`config.mk`:
```
export PLATFORM = sky130hd
export DESIGN_NAME = rot_tile_agen
export DESIGN_NICKNAME = d
export VERILOG_FILES = /design/src/rtl/rot_pkg.sv /design/src/rtl/rot_tile_map.sv /design/src/rtl/rot_tile_agen.sv
export SDC_FILE = /design/constraint.sdc
export NUM_CORES = 2
export LEC_CHECK = 0
export BUFFER_PORTS_ARGS = -buffer_cell sky130_fd_sc_hd__buf_4
export CAP_MARGIN = 15
export CORE_MARGIN = 2
export CORE_UTILIZATION = 59
export CTS_BUF_LIST = sky130_fd_sc_hd__clkbuf_16
export DETAILED_ROUTE_END_ITERATION = 10
export PLACE_DENSITY_LB_ADDON = 0.25
export SLEW_MARGIN = 20
export SYNTH_ARGS = -nofsm -noshare
export SYNTH_HDL_FRONTEND = slang
export SYNTH_SLANG_ARGS = --single-unit
```
`constraint.sdc`:
```
create_clock -name I_HCLK -period 12.4 [get_ports I_HCLK]
set_clock_uncertainty 0.1 [all_clocks]
set_input_delay 1.24 -clock I_HCLK [delete_from_list [all_inputs] [get_ports I_HCLK]]
set_output_delay 1.24 -clock I_HCLK [all_outputs]
set_load 0.02 [all_outputs]
```
`src/rtl/rot_pkg.sv`:
```
// rot_pkg: shared definitions for the image rotate tile address generator.
//   - mode encodings for I_MODE
//   - FSM state enum
//   - ceil_tile(): rounds an image dimension up to a whole number of tiles
package rot_pkg;

    localparam logic [2:0] MODE_ROT0   = 3'd0;
    localparam logic [2:0] MODE_ROT90  = 3'd1;
    localparam logic [2:0] MODE_ROT180 = 3'd2;
    localparam logic [2:0] MODE_ROT270 = 3'd3;
    localparam logic [2:0] MODE_HFLIP  = 3'd4;
    localparam logic [2:0] MODE_VFLIP  = 3'd5;

    typedef enum logic [2:0] {
        IDLE,
        SETUP,
        READ,
        WRITE,
        DONE
    } state_t;

    // Result is one bit wider than dim so a caller can detect that the
    // padded size no longer fits its own dimension width.
    function automatic logic [32:0] ceil_tile(input logic [31:0] dim,
                                              input int unsigned tile);
        logic [32:0] mask;
        mask = ~33'(tile - 1);
        return ({1'b0, dim} + 33'(tile - 1)) & mask;
    endfunction

endpackage

```
`src/rtl/rot_tile_map.sv`:
```
// rot_tile_map: combinational source-tile to destination-tile placement.
//   mode   : rotate/flip mode (rot_pkg encodings; invalid codes map as rot0)
//   tx, ty : source tile column / row
//   wt, ht : image size in tiles
//   dc, dr : destination tile column / row
//   swap   : 1 when the destination pitch is the padded height (rot90/rot270)
module rot_tile_map
    import rot_pkg::*;
#(
    parameter int unsigned DIM_W = 16
) (
    input  logic [2:0]       mode,
    input  logic [DIM_W-1:0] tx,
    input  logic [DIM_W-1:0] ty,
    input  logic [DIM_W-1:0] wt,
    input  logic [DIM_W-1:0] ht,
    output logic [DIM_W-1:0] dc,
    output logic [DIM_W-1:0] dr,
    output logic             swap
);

    logic [DIM_W-1:0] tx_mir;
    logic [DIM_W-1:0] ty_mir;

    assign tx_mir = wt - DIM_W'(1) - tx;
    assign ty_mir = ht - DIM_W'(1) - ty;

    always_comb begin
        dc   = tx;
        dr   = ty;
        swap = 1'b0;
        case (mode)
            MODE_ROT90: begin
                dc   = ty_mir;
                dr   = tx;
                swap = 1'b1;
            end
            MODE_ROT180: begin
                dc = tx_mir;
                dr = ty_mir;
            end
            MODE_ROT270: begin
                dc   = ty;
                dr   = tx_mir;
                swap = 1'b1;
            end
            MODE_HFLIP: dc = tx_mir;
            MODE_VFLIP: dr = ty_mir;
            default: ;
        endcase
    end

endmodule

```
`src/rtl/rot_tile_agen.sv`:
```
// rot_tile_agen: tile-based row address generator for the image rotate engine.
// Walks the padded source image tile by tile (ty fastest), issuing TILE row
// reads then TILE row writes per tile, the write tile placed per I_MODE.
//   I_HCLK/I_HRESET      : clock, synchronous active-high reset
//   I_START, I_MODE      : start pulse (IDLE only) and rotate/flip mode
//   I_WIDTH/I_HEIGHT     : image size in pixels
//   I_SRC_BASE/I_DST_BASE: buffer base addresses
//   I_READY              : DMA accepts the current request
//   O_VALID/O_ADDR/O_WRITE/O_LEN/O_ROW : request to the DMA master
//   O_BUSY/O_DONE/O_ERR  : status; DONE and ERR are one-cycle pulses
// Build option ROT_ABORT_EN adds I_ABORT: stop after the pending request.
module rot_tile_agen
    import rot_pkg::*;
#(
    parameter int unsigned TILE   = 8,
    parameter int unsigned BPP    = 3,
    parameter int unsigned DIM_W  = 16,
    parameter int unsigned ADDR_W = 32
) (
    input  logic                     I_HCLK,
    input  logic                     I_HRESET,
    input  logic                     I_START,
    input  logic [2:0]               I_MODE,
    input  logic [DIM_W-1:0]         I_WIDTH,
    input  logic [DIM_W-1:0]         I_HEIGHT,
    input  logic [ADDR_W-1:0]        I_SRC_BASE,
    input  logic [ADDR_W-1:0]        I_DST_BASE,
    input  logic                     I_READY,
`ifdef ROT_ABORT_EN
    input  logic                     I_ABORT,
`endif
    output logic                     O_VALID,
    output logic [ADDR_W-1:0]        O_ADDR,
    output logic                     O_WRITE,
    output logic [7:0]               O_LEN,
    output logic [$clog2(TILE)-1:0]  O_ROW,
    output logic                     O_BUSY,
    output logic                     O_DONE,
    output logic                     O_ERR
);

    localparam int unsigned      LOG_T    = $clog2(TILE);
    localparam logic [LOG_T-1:0] LAST_ROW = LOG_T'(TILE - 1);

    state_t             state_q, state_d;
    logic [2:0]         mode_q, mode_d;
    logic [ADDR_W-1:0]  src_q, src_d, dst_q, dst_d;
    logic [DIM_W-1:0]   w_q, w_d, h_q, h_d;
    logic [DIM_W-1:0]   wp_q, wp_d, dstw_q, dstw_d;
    logic [DIM_W-1:0]   wt_q, wt_d, ht_q, ht_d;
    logic [DIM_W-1:0]   tx_q, tx_d, ty_q, ty_d;
    logic [ADDR_W-1:0]  src_pitch_q, src_pitch_d, dst_pitch_q, dst_pitch_d;
    logic [ADDR_W-1:0]  addr_q, addr_d;
    logic [LOG_T-1:0]   row_q, row_d;
    logic               valid_q, valid_d, write_q, write_d;
    logic               busy_q, busy_d, done_q, done_d, err_q, err_d;

    logic abort;
`ifdef ROT_ABORT_EN
    assign abort = I_ABORT;
`else
    assign abort = 1'b0;
`endif

    logic [DIM_W-1:0] dc, dr;
    logic             swap;

    rot_tile_map #(.DIM_W(DIM_W)) u_map (
        .mode (mode_q),
        .tx   (tx_q),
        .ty   (ty_q),
        .wt   (wt_q),
        .ht   (ht_q),
        .dc   (dc),
        .dr   (dr),
        .swap (swap)
    );

    // Start validation on the live inputs (padded size must fit DIM_W bits).
    logic [DIM_W:0] in_wp, in_hp;
    logic           start_bad;
    assign in_wp     = (DIM_W+1)'(ceil_tile(32'(I_WIDTH), TILE));
    assign in_hp     = (DIM_W+1)'(ceil_tile(32'(I_HEIGHT), TILE));
    assign start_bad = (I_MODE > MODE_VFLIP) || (I_WIDTH == '0) ||
                       (I_HEIGHT == '0) || in_wp[DIM_W] || in_hp[DIM_W];

    // Geometry from latched sizes; overflow was already rejected.
    logic [DIM_W-1:0] su_wp, su_hp;
    assign su_wp = DIM_W'(ceil_tile(32'(w_q), TILE));
    assign su_hp = DIM_W'(ceil_tile(32'(h_q), TILE));

    logic             last_ty, last_tile;
    logic [DIM_W-1:0] next_tx, next_ty;
    assign last_ty   = (ty_q == ht_q - DIM_W'(1));
    assign last_tile = last_ty && (tx_q == wt_q - DIM_W'(1));
    assign next_tx   = last_ty ? tx_q + DIM_W'(1) : tx_q;
    assign next_ty   = last_ty ? '0 : ty_q + DIM_W'(1);

    // Tile base addresses: (row*pitch_px + col)*TILE*BPP, rows within a tile
    // then advance by adding the byte pitch.
    logic [ADDR_W-1:0] rd_base, wr_base;
    assign rd_base = src_q + ADDR_W'(BPP) *
                     ((ADDR_W'(next_ty) * ADDR_W'(wp_q) + ADDR_W'(next_tx)) << LOG_T);
    assign wr_base = dst_q + ADDR_W'(BPP) *
                     ((ADDR_W'(dr) * ADDR_W'(dstw_q) + ADDR_W'(dc)) << LOG_T);

    always_comb begin
        state_d     = state_q;
        mode_d      = mode_q;
        src_d       = src_q;
        dst_d       = dst_q;
        w_d         = w_q;
        h_d         = h_q;
        wp_d        = wp_q;
        dstw_d      = dstw_q;
        wt_d        = wt_q;
        ht_d        = ht_q;
        tx_d        = tx_q;
        ty_d        = ty_q;
        src_pitch_d = src_pitch_q;
        dst_pitch_d = dst_pitch_q;
        addr_d      = addr_q;
        row_d       = row_q;
        valid_d     = valid_q;
        write_d     = write_q;
        done_d      = 1'b0;
        err_d       = 1'b0;

        case (state_q)
            IDLE: begin
                if (I_START) begin
                    if (start_bad) begin
                        err_d = 1'b1;
                    end else begin
                        mode_d  = I_MODE;
                        src_d   = I_SRC_BASE;
                        dst_d   = I_DST_BASE;
                        w_d     = I_WIDTH;
                        h_d     = I_HEIGHT;
                        state_d = SETUP;
                    end
                end
            end
            SETUP: begin
                wp_d        = su_wp;
                wt_d        = su_wp >> LOG_T;
                ht_d        = su_hp >> LOG_T;
                dstw_d      = swap ? su_hp : su_wp;
                src_pitch_d = ADDR_W'(su_wp) * ADDR_W'(BPP);
                dst_pitch_d = ADDR_W'(swap ? su_hp : su_wp) * ADDR_W'(BPP);
                tx_d        = '0;
                ty_d        = '0;
                row_d       = '0;
                addr_d      = src_q;
                write_d     = 1'b0;
                if (abort) begin
                    state_d = DONE;
                end else begin
                    valid_d = 1'b1;
                    state_d = READ;
                end
            end
            READ, WRITE: begin
                if (valid_q && I_READY) begin
                    if (abort) begin
                        valid_d = 1'b0;
                        state_d = DONE;
                    end else if (row_q != LAST_ROW) begin
                        row_d  = row_q + LOG_T'(1);
                        addr_d = addr_q + ((state_q == WRITE) ? dst_pitch_q : src_pitch_q);
                    end else if (state_q == READ) begin
                        row_d   = '0;
                        write_d = 1'b1;
                        addr_d  = wr_base;
                        state_d = WRITE;
                    end else if (last_tile) begin
                        row_d   = '0;
                        valid_d = 1'b0;
                        write_d = 1'b0;
                        state_d = DONE;
                    end else begin
                        row_d   = '0;
                        write_d = 1'b0;
                        tx_d    = next_tx;
                        ty_d    = next_ty;
                        addr_d  = rd_base;
                        state_d = READ;
                    end
                end
            end
            DONE: begin
                done_d  = 1'b1;
                state_d = IDLE;
            end
            default: state_d = IDLE;
        endcase

        busy_d = (state_d != IDLE);
    end

    always_ff @(posedge I_HCLK) begin
        if (I_HRESET) begin
            state_q     <= IDLE;
            mode_q      <= '0;
            src_q       <= '0;
            dst_q       <= '0;
            w_q         <= '0;
            h_q         <= '0;
            wp_q        <= '0;
            dstw_q      <= '0;
            wt_q        <= '0;
            ht_q        <= '0;
            tx_q        <= '0;
            ty_q        <= '0;
            src_pitch_q <= '0;
            dst_pitch_q <= '0;
            addr_q      <= '0;
            row_q       <= '0;
            valid_q     <= 1'b0;
            write_q     <= 1'b0;
            busy_q      <= 1'b0;
            done_q      <= 1'b0;
            err_q       <= 1'b0;
        end else begin
            state_q     <= state_d;
            mode_q      <= mode_d;
            src_q       <= src_d;
            dst_q       <= dst_d;
            w_q         <= w_d;
            h_q         <= h_d;
            wp_q        <= wp_d;
            dstw_q      <= dstw_d;
            wt_q        <= wt_d;
            ht_q        <= ht_d;
            tx_q        <= tx_d;
            ty_q        <= ty_d;
            src_pitch_q <= src_pitch_d;
            dst_pitch_q <= dst_pitch_d;
            addr_q      <= addr_d;
            row_q       <= row_d;
            valid_q     <= valid_d;
            write_q     <= write_d;
            busy_q      <= busy_d;
            done_q      <= done_d;
            err_q       <= err_d;
        end
    end

    assign O_VALID = valid_q;
    assign O_ADDR  = addr_q;
    assign O_WRITE = write_q;
    assign O_LEN   = 8'(TILE * BPP);
    assign O_ROW   = row_q;
    assign O_BUSY  = busy_q;
    assign O_DONE  = done_q;
    assign O_ERR   = err_q;

endmodule

```
==> metrics.md <==
| Metric | Value |
|---|---|
| Run status | `completed` |
| Internal | `0.00190 W` |
| Min Tclk post-route | `12.16 ns` |
| Synth Cell Area | `0.0349 sq mm` |
| CTS Root Cell | `clkbuf_16` |
| Worst slew pin tran | `1.10 ns` |
| Power Total | `0.00336 W` |
| Warnings, synthesis | `0` |
| MaxCap Viol Count | `0` |
| Gpl congestion | `1.04` |
| Die height | `247 um` |
| Net Sw Power | `0.00146 W` |
| Detailed Route Iter0 Violations | `3236` |
| Syn_area_per_cell | `7.78 sq um` |
| Met3 Use GR | `0.0608` |
| Synth top area share | `0.186` |
| Core box area | `0.0588 sq mm` |
| Row count | `89` |
| Critical path class | `reg2reg` |
| Gr busiest metal | `met2` |
| IO Pins | `151` |
| CP startpoint kind | `flop` |
| Worst-skew pair later-pin latency | `0.60 ns` |
| Initial antenna violation count | `5` |
| IO Port Bufs | `142` |
| Reg power frac | `0.259` |
| Die area | `0.0611 sq mm` |
| CP max FO | `7` |
| Top cells by instance count after synthesis | `nand2_1 (639), inv_1 (494), a21oi_1 (365)` |
| Final period utilization | `0.981` |
| Clock transition at the registers of the reported paths | `0.07 ns` |
| Max VDD drop | `0.118 mV` |
| Pins Over Slew Limit | `0` |
| Non-Filler Instances | `5383` |
| H-tree depth reported by CTS | `1` |
| Global router's overall resource usage | `0.356` |
| Die X-Extent | `247 um` |
| Synth unique cells | `92` |
| Initial core utilization | `0.594` |
| Final nets | `5365` |
| Vias | `32500` |
| Drt pass-1 iters | `6` |
| Final TNS setup | `0 ns` |
| Vias in the first global route | `30600` |
| Met2 Track Usage GR | `0.540` |
| PwrDens | `87.2 mW/mm^2` |
| CP required | `12.80 ns` |
| Global-route wire length before repair | `171 mm` |
| Combinational power share | `0.503` |
| Count of final setup violators | `0` |
| Sequential-to-total area share from yosys stat | `0.138` |
| Number of cells after detailed placement | `5305` |
| Sink Count | `241` |
| Worst hold path type | `reg2reg` |
| Share of async-settable or async-resettable flops after synthesis | `0` |
| Filler Cells Inserted | `5169` |
| Clock Power Share | `0.238` |
| Switch share | `0.435` |
| Max Freq | `0.0822 GHz` |
| Crit-path most repeated cell | `fa_1` |
| Ys flop type | `dfxtp_1` |
| Largest net degree at the start of global routing | `152` |
| Fin. Hold Viols | `0` |
| Critical Path Sink Type | `flop` |
| Drt wl/cell | `20.4 um` |
| Crit-path max cell delay | `0.56 ns` |
| DR vias/cell | `6.04` |
| Final WL | `110 mm` |
| Pleak | `17.8 nW` |
| Grt ovf | `0` |
| Cts bufs inserted | `28` |
| Share of cells above drive strength 1 | `0.104` |
| Relative slew slack | `0.260` |
| Post-route ant nets | `0` |
| Mapped Cells | `4484` |
| Top-count cell post-synth | `nand2_1` |
| Post-synth top area cell | `fa_1` |
| # DRC | `0` |
| Synthesis-to-finish area growth | `10.5%` |
| Top post-synthesis cells by area | `fa_1 (19%), dfxtp_1 (14%), ha_1 (13%), nand2_1 (6.9%), xnor2_1 (5.7%)` |
| Flops & latches, synth | `241` |
| Met1 Track Usage GR | `0.506` |
| Detail Placement HPWL | `87.4 mm` |
| CTS tree | `built` |
| Post-synth EDFFs | `0` |
| Slowest CP cell | `fa_1` |
| Bufs on Longest Clock Path | `3` |
| CP arrival | `12.56 ns` |
[cells by family after synthesis]
family | Yosys count | synth area share
AO/OA/AOI/OAI | 964 | 0.177
XOR/XNOR | 304 | 0.0771
adder cells (fa/ha/maj) | 677 | 0.312
buffers and inverters | 721 | 0.0785
flip-flops | 241 | 0.138
multiplexers | 39 | 0.0118
other | 2 | 0.000215
AND/OR/NAND/NOR | 1536 | 0.205
[area by class of cell]
class                           count  area [sq um]  share of cell area
Multi-Input combinational cell   3528         27800               0.721
Inverter                          497          1870              0.0484
Clock inverter                     23           168             0.00435
Clock buffer                       28           701              0.0182
Sequential cell                   241          4830               0.125
Timing Repair Buffer              289          2210              0.0574
Antenna cell                        4          10.0            0.000259
Tap cell                          773           967              0.0251
[metal layers]
metal	part of all wire	vias up	wire length, um
met5	0.00012	-	13
met4	0.047	2	5140
met3	0.097	265	10700
met2	0.43	1533	47000
met1	0.43	15500	46900
li1	-	15200	-
[registers in the layout, summed over array words and instances (netlist names), 12 cells and up]
signal,cells
src_q,32
src_pitch_q,15
dstw_q,12
h_q,16
dst_q,32
wt_q,12
dst_pitch_q,15
w_q,16
ht_q,13
ty_q,16
O_ADDR,32
tx_q,16
[per-stage QoR]
step            util  area, sq um  setup slack [ns]  hold WS, ns
6_report       0.656        38600             0.236        0.353
2_1_floorplan      -        34900             0.523        0.328
4_1_cts        0.646        38000          0.000955        0.353
3_5_place_dp   0.630        37100           -0.0532        0.344
3_3_place_gp   0.630        37100            0.0921        0.335
5_1_grt        0.656        38600            -0.143        0.358
[final timing paths]
kind | to | startpoint | cells past startpoint | slack (ns)
worst max-delay path | O_ADDR[31] | ht_q[1] | 53 | 0.24
worst min-delay path | dst_pitch_q[7] | dst_pitch_q[7] | 2 | 0.35
worst max register to register | O_ADDR[31] | ht_q[1] | 53 | 0.24
worst min register to register | dst_pitch_q[7] | dst_pitch_q[7] | 2 | 0.35
[critical path: cells and delay by family (launching register included)]
family	cells	cell delay, ns
compound gates	16	3.94
fa+ha+maj	11	4.42
flops	1	0.33
xor+xnor	7	1.24
simple gates	11	1.22
buf+inv	8	0.83
[power by group through the flow]
stage | Combinational, W | Clock, W | Sequential (W)
after CTS | 0.00158 | 0.000806 | 0.000867
final | 0.00169 | 0.000801 | 0.000871
after global routing | 0.00181 | 0.000839 | 0.000874
after detailed placement | 0.00155 | 0 | 0.000884
after floorplan | 0.00106 | 0 | 0.000865
after global placement | 0.00155 | 0 | 0.000883
[cells in the final DEF, fill, tap and decap left out, drive strengths merged, types with 27 or more instances in the layout]
master and instances:
nor4 28, o211ai 43, nand3 72, nor2b 43, inv 504, a22oi 32, nand2b 35, buf 287
a21oi 365, dfxtp 241, o21ai 139, nand2 640, ha 353, xor2 75, xnor2 227, and2 174
o21a 33, nand4 34, and3 31, clkbuf 30, nor3 94, fa 324, o22ai 27, a211oi 65
nor2 325, a21o 71, o21bai 36
[repair_timing]
action / in CTS / in global routing
buffers inserted: 3 / 19
pin swaps: 5 / 35
setup endpoints to repair: 1 / 8
hold buffers: 0 / 0
hold endpoints to repair: 0 / 0
gates resized for setup: 5 / 90
gates cloned: 0 / 1
(Power assumes the default switching activity.)
